==> config.mk <==
export PLATFORM = sky130hd
export DESIGN_NAME = mips16_mem_arbiter
export DESIGN_NICKNAME = d
export VERILOG_FILES = /design/src/rtl/mips16_pkg.sv /design/src/rtl/mips16_arb_pick.sv /design/src/rtl/mips16_mem_arbiter.sv
export SDC_FILE = /design/constraint.sdc
export NUM_CORES = 1
export LEC_CHECK = 0
export ABC_CLOCK_PERIOD_IN_PS = 6600
export BUFFER_PORTS_ARGS = -buffer_cell sky130_fd_sc_hd__buf_2
export CAP_MARGIN = 10
export CORE_ASPECT_RATIO = 0.5
export CORE_MARGIN = 3
export CORE_UTILIZATION = 51
export CTS_BUF_LIST = sky130_fd_sc_hd__clkbuf_16
export CTS_CLUSTER_SIZE = 40
export DETAILED_ROUTE_END_ITERATION = 16
export GPL_TIMING_DRIVEN = 0
export PLACE_DENSITY = 0.82
export SLEW_MARGIN = 20
export SYNTH_ARGS = -nofsm -noshare
export SYNTH_HDL_FRONTEND = slang
export SYNTH_SLANG_ARGS = --single-unit
==> constraint.sdc <==
create_clock -name clk -period 6.6 [get_ports clk]
set_input_delay 0.66 -clock clk [delete_from_list [all_inputs] [get_ports clk]]
set_output_delay 0.66 -clock clk [all_outputs]
set_load 0.01 [all_outputs]
==> src/rtl/mips16_pkg.sv <==
// mips16_pkg: shared arbiter state and owner encodings for the mips16 memory path
package mips16_pkg;
  typedef enum logic [1:0] {ARB_IDLE, ARB_ISSUE, ARB_WAIT, ARB_RESP} arb_state_t;
  typedef enum logic [1:0] {OWN_NONE, OWN_IF, OWN_DM} arb_owner_t;
endpackage

==> src/rtl/mips16_arb_pick.sv <==
// mips16_arb_pick: data-first winner selection with a streak limit that guarantees fetch progress
module mips16_arb_pick
  import mips16_pkg::*;
#(
  parameter int DM_STREAK_MAX = 4
) (
  input  logic       clk,
  input  logic       reset,
  input  logic       if_req_i,
  input  logic       dm_req_i,
  input  logic       idle_i,
  input  logic       grant_i,
  output arb_owner_t winner_o
);
  localparam int SW = $clog2(DM_STREAK_MAX + 1);
  logic [SW-1:0] streak_q, streak_d;
  logic          at_max;
  assign at_max   = streak_q == SW'(DM_STREAK_MAX);
  assign winner_o = (dm_req_i && !(if_req_i && at_max)) ? OWN_DM : if_req_i ? OWN_IF : OWN_NONE;
  // a DM grant with no fetch waiting is also an idle cycle without if_req, so it clears
  always_comb begin
    streak_d = streak_q;
    if ((grant_i && winner_o == OWN_IF) || (idle_i && !if_req_i))
      streak_d = '0;
    else if (grant_i && winner_o == OWN_DM && !at_max)
      streak_d = streak_q + SW'(1);
  end
  always_ff @(posedge clk or posedge reset)
    if (reset) streak_q <= '0;
    else       streak_q <= streak_d;
endmodule

==> src/rtl/mips16_mem_arbiter.sv <==
// mips16_mem_arbiter: shares one fixed-latency single-port memory between fetch (IF) and load/store (DM)
module mips16_mem_arbiter
  import mips16_pkg::*;
#(
  parameter int ADDR_W        = 16,
  parameter int DATA_W        = 16,
  parameter int MEM_LATENCY   = 1,
  parameter int DM_STREAK_MAX = 4
) (
  input  logic              clk,
  input  logic              reset,
  input  logic              if_req,
  input  logic [ADDR_W-1:0] if_addr,
  output logic              if_ready,
  output logic [DATA_W-1:0] if_rdata,
  input  logic              dm_req,
  input  logic              dm_we,
  input  logic [ADDR_W-1:0] dm_addr,
  input  logic [DATA_W-1:0] dm_wdata,
  output logic              dm_ready,
  output logic [DATA_W-1:0] dm_rdata,
  output logic              mem_en,
  output logic              mem_we,
  output logic [ADDR_W-1:0] mem_addr,
  output logic [DATA_W-1:0] mem_wdata,
  input  logic [DATA_W-1:0] mem_rdata,
  output logic              busy
);
  localparam int CW = $clog2(MEM_LATENCY + 1);
  arb_state_t        state_q, state_d;
  arb_owner_t        owner_q, owner_d, winner;
  logic [CW-1:0]     cnt_q, cnt_d;
  logic              we_q, we_d, idle, grant;
  logic [ADDR_W-1:0] addr_q, addr_d;
  logic [DATA_W-1:0] wdata_q, wdata_d, if_rdata_q, if_rdata_d, dm_rdata_q, dm_rdata_d;
  assign idle  = state_q == ARB_IDLE;
  assign grant = idle && winner != OWN_NONE;
  mips16_arb_pick #(.DM_STREAK_MAX(DM_STREAK_MAX)) u_pick (
    .clk      (clk),
    .reset    (reset),
    .if_req_i (if_req),
    .dm_req_i (dm_req),
    .idle_i   (idle),
    .grant_i  (grant),
    .winner_o (winner)
  );
  always_comb begin
    state_d    = state_q;
    owner_d    = owner_q;
    cnt_d      = cnt_q;
    we_d       = we_q;
    addr_d     = addr_q;
    wdata_d    = wdata_q;
    if_rdata_d = if_rdata_q;
    dm_rdata_d = dm_rdata_q;
    case (state_q)
      ARB_IDLE: if (grant) begin
        state_d = ARB_ISSUE;
        owner_d = winner;
        addr_d  = winner == OWN_DM ? dm_addr : if_addr;
        we_d    = winner == OWN_DM && dm_we;
        wdata_d = winner == OWN_DM ? dm_wdata : wdata_q;
      end
      ARB_ISSUE: begin
        state_d = ARB_WAIT;
        cnt_d   = CW'(MEM_LATENCY);
      end
      ARB_WAIT: begin
        cnt_d = cnt_q - CW'(1);
        // last wait cycle is the one in which mem_rdata is valid
        if (cnt_q == CW'(1)) begin
          state_d    = ARB_RESP;
          if_rdata_d = owner_q == OWN_IF ? mem_rdata : if_rdata_q;
          dm_rdata_d = (owner_q == OWN_DM && !we_q) ? mem_rdata : dm_rdata_q;
        end
      end
      default: begin
        state_d = ARB_IDLE;
        owner_d = OWN_NONE;
      end
    endcase
  end
  always_ff @(posedge clk or posedge reset)
    if (reset) begin
      state_q    <= ARB_IDLE;
      owner_q    <= OWN_NONE;
      cnt_q      <= '0;
      we_q       <= 1'b0;
      addr_q     <= '0;
      wdata_q    <= '0;
      if_rdata_q <= '0;
      dm_rdata_q <= '0;
    end else begin
      state_q    <= state_d;
      owner_q    <= owner_d;
      cnt_q      <= cnt_d;
      we_q       <= we_d;
      addr_q     <= addr_d;
      wdata_q    <= wdata_d;
      if_rdata_q <= if_rdata_d;
      dm_rdata_q <= dm_rdata_d;
    end
  assign mem_en    = state_q == ARB_ISSUE;
  assign mem_we    = mem_en && we_q;
  assign mem_addr  = addr_q;
  assign mem_wdata = wdata_q;
  assign if_ready  = state_q == ARB_RESP && owner_q == OWN_IF;
  assign dm_ready  = state_q == ARB_RESP && owner_q == OWN_DM;
  assign if_rdata  = if_rdata_q;
  assign dm_rdata  = dm_rdata_q;
  assign busy      = !idle;
endmodule

==> results of run 1 <==
## final timing paths
kind                       cells after the start            to
hold reg to reg                                1   if_rdata[2]
min in group clk                               1   if_rdata[2]
hold / removal                                 2  mem_wdata[1]
setup reg to reg                               6   dm_rdata[7]
max in group asynchronous                      3  dm_rdata[14]
setup / recovery                               4          busy
## routing by layer
metal / GRT usage / wire length, um / vias to the layer above
li1: - / - / 1148
met1: 0.2506 / 2958 / 1178
met2: 0.3846 / 3797 / 84
met3: 0.06281 / 404 / 14
met4: 0.07438 / 121 / 0
met5: 0 / 0 / -
## kinds of logic after synthesis
family / synth area share
DFF: 0.5887
and+or+nand+nor: 0.09597
muxes: 0.1919
AOI/OAI and AO/OA: 0.06210
buffers and inverters: 0.03306
adders and majority gates: 0.02822
## metrics by stage
stage          setup WS [ns]  hold slack, ns
4_1_cts                4.466          0.2911
2_1_floorplan          4.087          0.5259
5_1_grt                4.353          0.3055
3_5_place_dp           4.620          0.4880
6_report               4.474          0.2922
3_3_place_gp           3.408          0.4815
## synth_stat cells, drive strengths merged (2+ instances only)
cell / number
a21oi: 5
and2: 2
mux2: 49
o21ai: 4
nand2: 36
dfrtp: 73
a31oi: 16
buf: 10
nand3: 3
nor2: 19
inv: 9
ha: 7
and3b: 2
nand4b: 2
## state kept, by name, indices dropped and copies added (netlist names)
name and cells:
cnt_q 1, dm_rdata 16, if_rdata 16, mem_addr 16, mem_wdata 16, owner_q 2, state_q 2, u_pick.streak_q 3
we_q 1
## layout make-up
type	instances	area, sq um	area share
timing repair buffer	138	713.2	0.1695
clock buffer	9	225.2	0.05354
inverter	9	36.28	0.008626
clock inverter	7	71.32	0.01695
tap	73	91.34	0.02171
buffer	10	68.82	0.01636
sequential	73	1827	0.4343
multi-input combinational	154	1174	0.2790
## where the power goes
| group | internal, mW | switching, mW |
|---|---|---|
| clock network | 0.291 | 0.183 |
| logic | 0.423 | 0.423 |
| registers | 0.675 | 0.128 |
==> results by group, run 1 <==
Finish
  • Fin nets: 471
  • Final Cell Area: 4207 sq um
  • Fill cells: 393
  • Most frequent cells in the layout: buf_2, dfrtp_1, mux2_2
  • Area grow syn2layout: 35.56%
  • Commonest non-fill, non-tap cell in the layout: buf_2
  • Util after Layout: 0.7404
  • Share of cells above drive strength 1: 0.5450
  • Finished Layout Cells: 473
  • Ant. Diodes: 0

Setup path
  • Crit path buf inv count: 3
  • Setup crit start kind: register
  • CP max stage cell: dfrtp_1
  • CP Data Required Time: 5.94 ns
  • Critical path launch point: state_q[0]
  • Setup CP Type: reg2out
  • Crit path DAT: 1.47 ns
  • Critical Path Fanout Max: 7
  • Critical Path, Cell by Cell: inv_1 > ha_1 > inv_1 > buf_2
  • Crit-path most repeated cell: inv_1
  • Worst r2r src: state_q[0]
  • Worst path top cell family by delay: buffers and inverters
  • Setup slack, reg-to-reg: 4.62 ns
  • Max incr delay on CP: 0.42 ns
  • Crit. End Element: output port

Drt
  • WL/cell: 15.40 um
  • Total Wirelength: 7282 um
  • Via Count: 2424
  • First-pass DRT Iterations: 4
  • Starting DRT DRC Count: 133
  • Vias per cell: 5.125
  • Drt drc: 0
  • Antenna-violating nets left: 0

Clock network
  • CTS Buf Count: 9
  • Htree depth: 3
  • CTS sink cnt: 73
  • CTS Hold Bufs: 0
  • Clock root cell: clkbuf_16
  • Post-CTS Setup Inserts: 0
  • Clk slew on worst S/H paths: 0.06 ns
  • Gates resized, CTS repair: 0
  • Worst-Skew Late Latency: 0.33 ns
  • Clock Path Buffers: 2
  • CTS tree: yes

Timing
  • RSZ-0062 raised after global routing: false
  • Fin. max-slew vios: 0
  • Final-report hold violation count: 0
  • Worst-Margin Slew: 0.3810 ns
  • Period utilization: 0.3221
  • Max-slew headroom: 0.7457
  • Setup-failing EPs final: 0
  • Setup TNS: 0 ns
  • Worst clock skew: 0.005563 ns
  • Max Clk Rate: 470.4 MHz
  • Tmin final: 2.126 ns

Die
  • Die H: 61.16 um
  • Starting Density: 0.5461
  • Rows: 19
  • Area of the core: 5682 sq um
  • I/O pin cnt: 138
  • Die Wd: 116.3 um
  • Die Area: 7113 sq um

Global routing
  • Grt total ovfl: 0
  • Initial antenna violation count: 0
  • First-pass GRT wire length: 11650 um
  • Pin count of the biggest net entering global routing: 52
  • Vias in the first global route: 2474
  • GR Util All Layers: 0.2134

Synth
  • Synth top area cells: dfrtp_1, mux2_2, mux2_4
  • Share of the synthesized area in the top cell type: 0.5887
  • Area of the mapped netlist: 3103 sq um
  • Ys flop type: dfrtp_1
  • Syn. warnings: 0
  • Largest area contributor in the netlist: dfrtp_1
  • Flops & latches, synth: 73
  • Mean Syn Cell Area: 12.61 sq um
  • Post-Syn Nets: 322
  • Post-synth EDFFs: 0
  • Async set-reset flop share out of synthesis: 1.000
  • Sequential-to-total area share from yosys stat: 0.5887
  • Post-synthesis cell type count: 28
  • Gate Count Post-Synth: 246

Outcome
  • Status: finished, final reports clean

Power
  • Tot Pwr: 2.122 mW
  • Leakage power: 2.144 nW
  • Peak VDD IR: 0.2372 mV
  • Power Density: 504.5 nW/um^2

Placement
  • Total placed cells including tap cells: 457
  • Detailed Place HPWL: 5397 um
  • IO Port Bufs: 137
  • GPL Wtd Cong: 0.7766
  • Placed cell area: 3910 sq um

Worst hold path
  • Hold WC Path Type: in2async

Flow run
  • Max Cap Violations: 0
Power figures use the tool's default switching activity.
==> run 2, diff against run 1 <==
ABC_CLOCK_PERIOD_IN_PS = 1980   (was 6600)
CORE_UTILIZATION = 47   (was 51)
PLACE_DENSITY = 0.77   (was 0.82)
clock period = 1.98 ns   (was 6.6 ns; I/O delays follow)
==> run 2 against run 1 <==
Effect of this change: sequential power grew to 3.3 times the previous value; final cell count is 4.4% higher; via count increased by 0.21%; global-route usage decreased by 1.3 points.
==> results by group, run 2 (same netlist as run 1, synthesis figures left out) <==
Outcome
  • Status: finished, final reports clean (unchanged)

Setup path
  • CP max stage cell: dfrtp_1 (unchanged)
  • Crit path DAT: 2.03 ns (was 1.47 ns)
  • Setup crit start kind: register (unchanged)
  • Crit. End Element: register (was output port)
  • Setup CP Type: reg2reg (was reg2out)
  • CP Data Required Time: 2.20 ns (was 5.94 ns)
  • Max incr delay on CP: 0.41 ns (was 0.42 ns)
  • Worst path top cell family by delay: flip-flops (was buffers and inverters)
  • Crit path buf inv count: 2 (was 3)
  • Critical Path Fanout Max: 10 (was 7)
  • Critical Path, Cell by Cell: inv_1 > ha_1 > nand4b_1 > nor2_4 > buf_6 > mux2_2 (was inv_1 > ha_1 > inv_1 > buf_2)

Global routing
  • Grt total ovfl: 0 (unchanged)
  • First-pass GRT wire length: 11850 um (was 11650 um)
  • Vias in the first global route: 2443 (was 2474)
  • GR Util All Layers: 0.2005 (was 0.2134)
  • Pin count of the biggest net entering global routing: 29 (was 52)
  • Initial antenna violation count: 0 (unchanged)

Timing
  • Fin. max-slew vios: 0 (unchanged)
  • Tmin final: 1.817 ns
  • Max Clk Rate: 550.3 MHz
  • Setup-failing EPs final: 0 (unchanged)
  • Final hold slack: 0.09573 ns (was 0.2922 ns)
  • Period utilization: 0.9177
  • Worst-Margin Slew: 0.5505 ns (was 0.3810 ns)
  • RSZ-0062 raised after global routing: false (unchanged)
  • Worst clock skew: 0.004621 ns (was 0.005563 ns)
  • Final worst slack: 0.1629 ns (was 4.474 ns)
  • Max-slew headroom: 0.6322 (was 0.7457)
  • Setup TNS: 0 ns (unchanged)
  • Final-report hold violation count: 0 (unchanged)

Placement
  • GPL Wtd Cong: 0.7757 (was 0.7766)
  • IO Port Bufs: 137 (unchanged)
  • Detailed Place HPWL: 5531 um (was 5397 um)
  • Dpl ws: 0.01947 ns (was 4.620 ns)

Power
  • Net Sw Frac: 0.3318 (was 0.3455)
  • P_int: 4.918 mW (was 1.389 mW)
  • Tot Pwr: 7.360 mW (was 2.122 mW)
  • Leakage power: 2.205 nW (was 2.144 nW)
  • Power Density: 1694 nW/um^2 (was 504.5 nW/um^2)
  • Sequential power share: 0.364 (was 0.378)
  • Sw power: 2.442 mW (was 0.7333 mW)
  • Logic pwr share: 0.386 (was 0.398)
  • Clock share of power: 0.250 (was 0.224)
  • Peak VDD IR: 0.9147 mV (was 0.2372 mV)

Drt
  • Antenna-violating nets left: 0 (unchanged)
  • Max layer used: met4 (unchanged)
  • WL/cell: 14.80 um (was 15.40 um)
  • Met2 Wirelength: 3715 um (was 3797 um)
  • Total Wirelength: 7312 um (was 7282 um)
  • First-pass DRT Iterations: 4 (unchanged)
  • Via Count: 2429 (was 2424)
  • Metal3 WL: 471 um (was 404 um)
  • Vias per cell: 4.917 (was 5.125)
  • Drt drc: 0 (unchanged)
  • Starting DRT DRC Count: 162 (was 133)
  • Metal1 wirelength: 3018 um (was 2958 um)

Worst hold path
  • Hold WC Path Type: in2reg (was in2async)

Finish
  • Share of cells above drive strength 1: 0.5517 (was 0.5450)
  • Most frequent cells in the layout: buf_2, dfrtp_1, mux2_2 (unchanged)
  • Fin nets: 477 (was 471)
  • Multi-input gate area: 1186 sq um (was 1174 sq um)
  • Area grow syn2layout: 40.04% (was 35.56%)
  • Sequential cell area: 1827 sq um (unchanged)
  • Fill cells: 460 (was 393)
  • Ant. Diodes: 0 (unchanged)
  • Commonest non-fill, non-tap cell in the layout: buf_2 (unchanged)

Die
  • Die Wd: 120.9 um (was 116.3 um)
  • I/O pin cnt: 138 (unchanged)
  • Rows: 20 (was 19)
  • Area of the core: 6231 sq um (was 5682 sq um)
  • Die H: 63.46 um (was 61.16 um)
  • Starting Density: 0.4980 (was 0.5461)
  • Die Area: 7672 sq um (was 7113 sq um)

Flow run
  • Max Cap Violations: 0 (unchanged)

Clock network
  • Clock Path Buffers: 2 (unchanged)
  • CTS tree: yes (unchanged)
  • CTS Buf Count: 9 (unchanged)
  • Clock root cell: clkbuf_16 (unchanged)
  • Worst-Skew Late Latency: 0.33 ns (about the same)
  • Clk slew on worst S/H paths: 0.06 ns (about the same)
  • CTS sink cnt: 73 (unchanged)
  • Htree depth: 3 (unchanged)
==> run 2: layout make-up <==
| type | instances | area share |
|---|---|---|
| plain buffers | 10 | 0.01584 |
| clock buffers | 9 | 0.05183 |
| clock inverters | 7 | 0.02707 |
| inverters | 9 | 0.008638 |
| multi-input cells | 154 | 0.2730 |
| flip-flops and latches | 73 | 0.4204 |
| well taps | 88 | 0.02534 |
| repair buffers | 144 | 0.1779 |
==> run 2: path summary, 6_finish.rpt <==
path	startpoint	end	slack (ns)	cells past startpoint
worst max-delay path	state_q[0]	dm_rdata[6]	0.16	6
worst min-delay path	dm_wdata[11]	mem_wdata[11]	0.1	2
worst max register to register	state_q[0]	dm_rdata[6]	0.16	6
worst min register to register	if_rdata[2]	if_rdata[2]	0.50	1
max in group asynchronous	reset	u_pick.streak_q[1]	0.98	4
min in group asynchronous	reset	mem_wdata[2]	0.50	3
==> run 2: routing by layer <==
layer | global-route usage | vias up
li1 | - | 1157
met4 | 0.06497 | 0
met2 | 0.3497 | 86
met1 | 0.2342 | 1174
met3 | 0.06726 | 12
met5 | 0 | -
==> run 2: worst reg2reg max path, stage by stage, from the launching register on <==
cell and delay, ns:
dfrtp_1 0.41, inv_1 0.13, ha_1 0.26, nand4b_1 0.17
nor2_4 0.20, buf_6 0.18, mux2_2 0.35
==> run 2: timing repair <==
item	CTS	global route
hold buffers	1	0
resized for setup	0	3
endpoints found under the hold margin	20	0
buffers inserted	0	4
setup endpoints to repair	0	19
==> run 2: power by group through the flow <==
| stage | registers (mW) | logic, mW | clock network (mW) |
|---|---|---|---|
| 6_report | 2.68 | 2.84 | 1.84 |
| 5_1_grt | 2.78 | 3.11 | 1.95 |
| 2_1_floorplan | 2.97 | 1.41 | 0 |
| 3_5_place_dp | 2.69 | 2.84 | 0 |
| 4_1_cts | 2.68 | 2.85 | 1.87 |
| 3_3_place_gp | 2.63 | 2.73 | 0 |
==> run 2: stage by stage <==
step | instance area [sq um] | instances | util
global route | 4345 | 494 | 0.6974
CTS | 4303 | 490 | 0.6906
floorplan | 3107 | 246 | -
global placement | 3902 | 471 | 0.6263
finish | 4345 | 494 | 0.6974
detailed placement | 3950 | 473 | 0.6339
==> run 3, diff against run 2 <==
CORE_UTILIZATION = 49   (was 47)
CTS_BUF_LIST = sky130_fd_sc_hd__clkbuf_8   (was sky130_fd_sc_hd__clkbuf_16)
PLACE_DENSITY = 0.8   (was 0.77)
==> run 3 against run 2 <==
Effect of this change: register-to-register slack got worse by 0.06 ns; maximum frequency fell by 3.2%; final cell count fell by 1.6%; critical path type unchanged; largest power group unchanged; via count fell by 1.4%; sequential share of layout area rose by 1.6 points; cell area fell by 3.7%; utilization rose by 2.4 points; setup slack got worse by 0.059 ns.
==> results by group, run 3 (same netlist as run 1, synthesis figures left out) <==
Outcome
  • Status: finished, final reports clean (unchanged)

Global routing
  • Vias in the first global route: 2521 (was 2443)
  • GR Util met1: 0.2426 (was 0.2342)
  • Busiest grt layer: met2 (unchanged)
  • Pin count of the biggest net entering global routing: 38 (was 29)
  • Global routing usage on met2: 0.3576 (was 0.3497)
  • Grt total ovfl: 0 (unchanged)
  • GR Util All Layers: 0.2075 (was 0.2005)
  • First-pass GRT wire length: 12080 um (was 11850 um)
  • Initial antenna violation count: 0 (unchanged)
  • M3 GR Usage: 0.06256 (was 0.06726)

Timing
  • Final-report hold violation count: 0 (unchanged)
  • Worst-Margin Slew: 0.3016 ns (was 0.5505 ns)
  • Tmin final: 1.876 ns (was 1.817 ns)
  • Max-slew headroom: 0.7982 (was 0.6322)
  • RSZ-0062 raised after global routing: false (unchanged)
  • Max Clk Rate: 533.0 MHz (was 550.3 MHz)
  • Setup-failing EPs final: 0 (unchanged)
  • Worst clock skew: 0.004063 ns (was 0.004621 ns)
  • Period utilization: 0.9476 (was 0.9177)
  • Setup TNS: 0 ns (unchanged)
  • Fin. max-slew vios: 0 (unchanged)
  • Final hold slack: 0.07694 ns (was 0.09573 ns)

Die
  • Area of the core: 5801 sq um (was 6231 sq um)
  • Die H: 62.27 um (was 63.46 um)
  • I/O pin cnt: 138 (unchanged)
  • Die Wd: 118.5 um (was 120.9 um)
  • Rows: 19 (was 20)
  • Die Area: 7381 sq um (was 7672 sq um)
  • Starting Density: 0.5349 (was 0.4980)

Finish
  • Most frequent cells in the layout: buf_2, dfrtp_1, mux2_2 (unchanged)
  • Area grow syn2layout: 34.84% (was 40.04%)
  • Ant. Diodes: 0 (unchanged)
  • Share of cells above drive strength 1: 0.5473 (was 0.5517)
  • Fin nets: 473 (was 477)
  • Fill cells: 432 (was 460)
  • Commonest non-fill, non-tap cell in the layout: buf_2 (unchanged)

Setup path
  • R2R Path End: dm_rdata[7] (was dm_rdata[6])
  • Critical path launch point: state_q[0] (unchanged)
  • Worst setup path end: dm_rdata[7] (was dm_rdata[6])
  • Crit. End Element: register (unchanged)
  • CP Data Required Time: 2.21 ns (was 2.20 ns)
  • Setup crit start kind: register (unchanged)
  • Critical Path Fanout Max: 10 (unchanged)
  • Worst-case reg-to-reg path depth: 6 (unchanged)
  • Setup CP Type: reg2reg (unchanged)
  • Worst r2r src: state_q[0] (unchanged)
  • Crit path DAT: 2.11 ns (was 2.03 ns)
  • Setup slack, reg-to-reg: 0.10 ns (was 0.16 ns)

Drt
  • First-pass DRT Iterations: 4 (unchanged)
  • WL/cell: 14.88 um (was 14.80 um)
  • Antenna-violating nets left: 0 (unchanged)
  • Via Count: 2394 (was 2429)
  • Total Wirelength: 7231 um (was 7312 um)
  • Drt drc: 0 (unchanged)
  • Vias per cell: 4.926 (was 4.917)
  • Starting DRT DRC Count: 129 (was 162)

Clock network
  • CTS Buf Count: 9 (unchanged)
  • Clk slew on worst S/H paths: 0.07 ns (was 0.06 ns)
  • Clock root cell: clkbuf_8 (was clkbuf_16)
  • Clock Path Buffers: 2 (unchanged)
  • CTS tree: yes (unchanged)
  • Worst-Skew Late Latency: 0.34 ns (was 0.33 ns)
  • Htree depth: 3 (unchanged)
  • CTS sink cnt: 73 (unchanged)

Flow run
  • Max Cap Violations: 0 (unchanged)

Placement
  • GPL Wtd Cong: 0.7901 (was 0.7757)
  • Detailed Place HPWL: 5475 um (was 5531 um)
  • IO Port Bufs: 137 (unchanged)

Worst hold path
  • Worst min-delay path startpoint: dm_we (was dm_wdata[11])
  • Hold depth: 3 (was 2)
  • Hold WC Path Type: in2reg (unchanged)

Power
  • Peak VDD IR: 0.7851 mV (was 0.9147 mV)
  • Tot Pwr: 6.797 mW (was 7.360 mW)
  • Power Density: 1624 nW/um^2 (was 1694 nW/um^2)
  • Leakage power: 2.126 nW (was 2.205 nW)
## run 3: cell types whose count changed in the layout (fill, tap and decap cells not counted), sizes merged
| cell | before | now |
|---|---|---|
| buf | 153 | 149 |
| bufinv | 3 | 2 |
| clkbuf | 9 | 11 |
| clkinv | 3 | 2 |
| clkinvlp | 1 | 2 |
| inv | 9 | 8 |
## run 3: worst min path at each step
stage          slack, ns            to
3_5_place_dp        0.10   dm_rdata[2]
2_1_floorplan       0.34          we_q
6_report            0.08          we_q
3_3_place_gp        0.42          we_q
5_1_grt             0.07  mem_wdata[6]
4_1_cts             0.06          we_q
## run 3: report_power, final
group	switching [mW]	internal, mW	total (mW)
Clock	0.536	0.773	1.31
Sequential	0.416	2.25	2.66
Combinational	1.40	1.42	2.83
Total	2.36	4.44	6.80
## run 3: what timing repair did
| action | CTS | global route |
|---|---|---|
| gates resized for setup | 0 | 2 |
| endpoints found under the setup margin | 0 | 13 |
| endpoints found under the hold margin | 73 | 0 |
| hold buffers | 1 | 0 |
| setup buffers | 0 | 0 |
## run 3: final cells by class
type                       count  area, sq um  area share
tap                           84        105.1     0.02512
sequential                    73         1827      0.4366
clock buffer                  11        151.4     0.03618
inverter                       9        37.54    0.008971
timing repair buffer         140        735.7      0.1758
multi-input combinational    154         1181      0.2823
buffer                        10        68.82     0.01645
clock inverter                 5        77.57     0.01854
## run 3: per-stage QoR
step	util	cells	area (sq um)	setup slack [ns]
global route	0.7213	486	4184	0.01775
detailed placement	0.6788	469	3938	0.01680
global placement	0.6719	467	3897	0.09024
floorplan	-	246	3107	0.2765
finish	0.7213	486	4184	0.1037
CTS	0.7200	486	4177	0.006826
## run 3: worst max-delay path: stages, from the launching register on
cell,delay (ns)
dfrtp_1,0.42
inv_1,0.13
ha_1,0.26
nand4b_1,0.17
nor2_4,0.24
buf_6,0.19
mux2_2,0.34
## run 3: per-layer routing
layer / up-vias / wire length [um]
met2: 77 / 3613
met5: - / 0
met3: 9 / 457
met4: 0 / 106
met1: 1150 / 3054
li1: 1158 / -
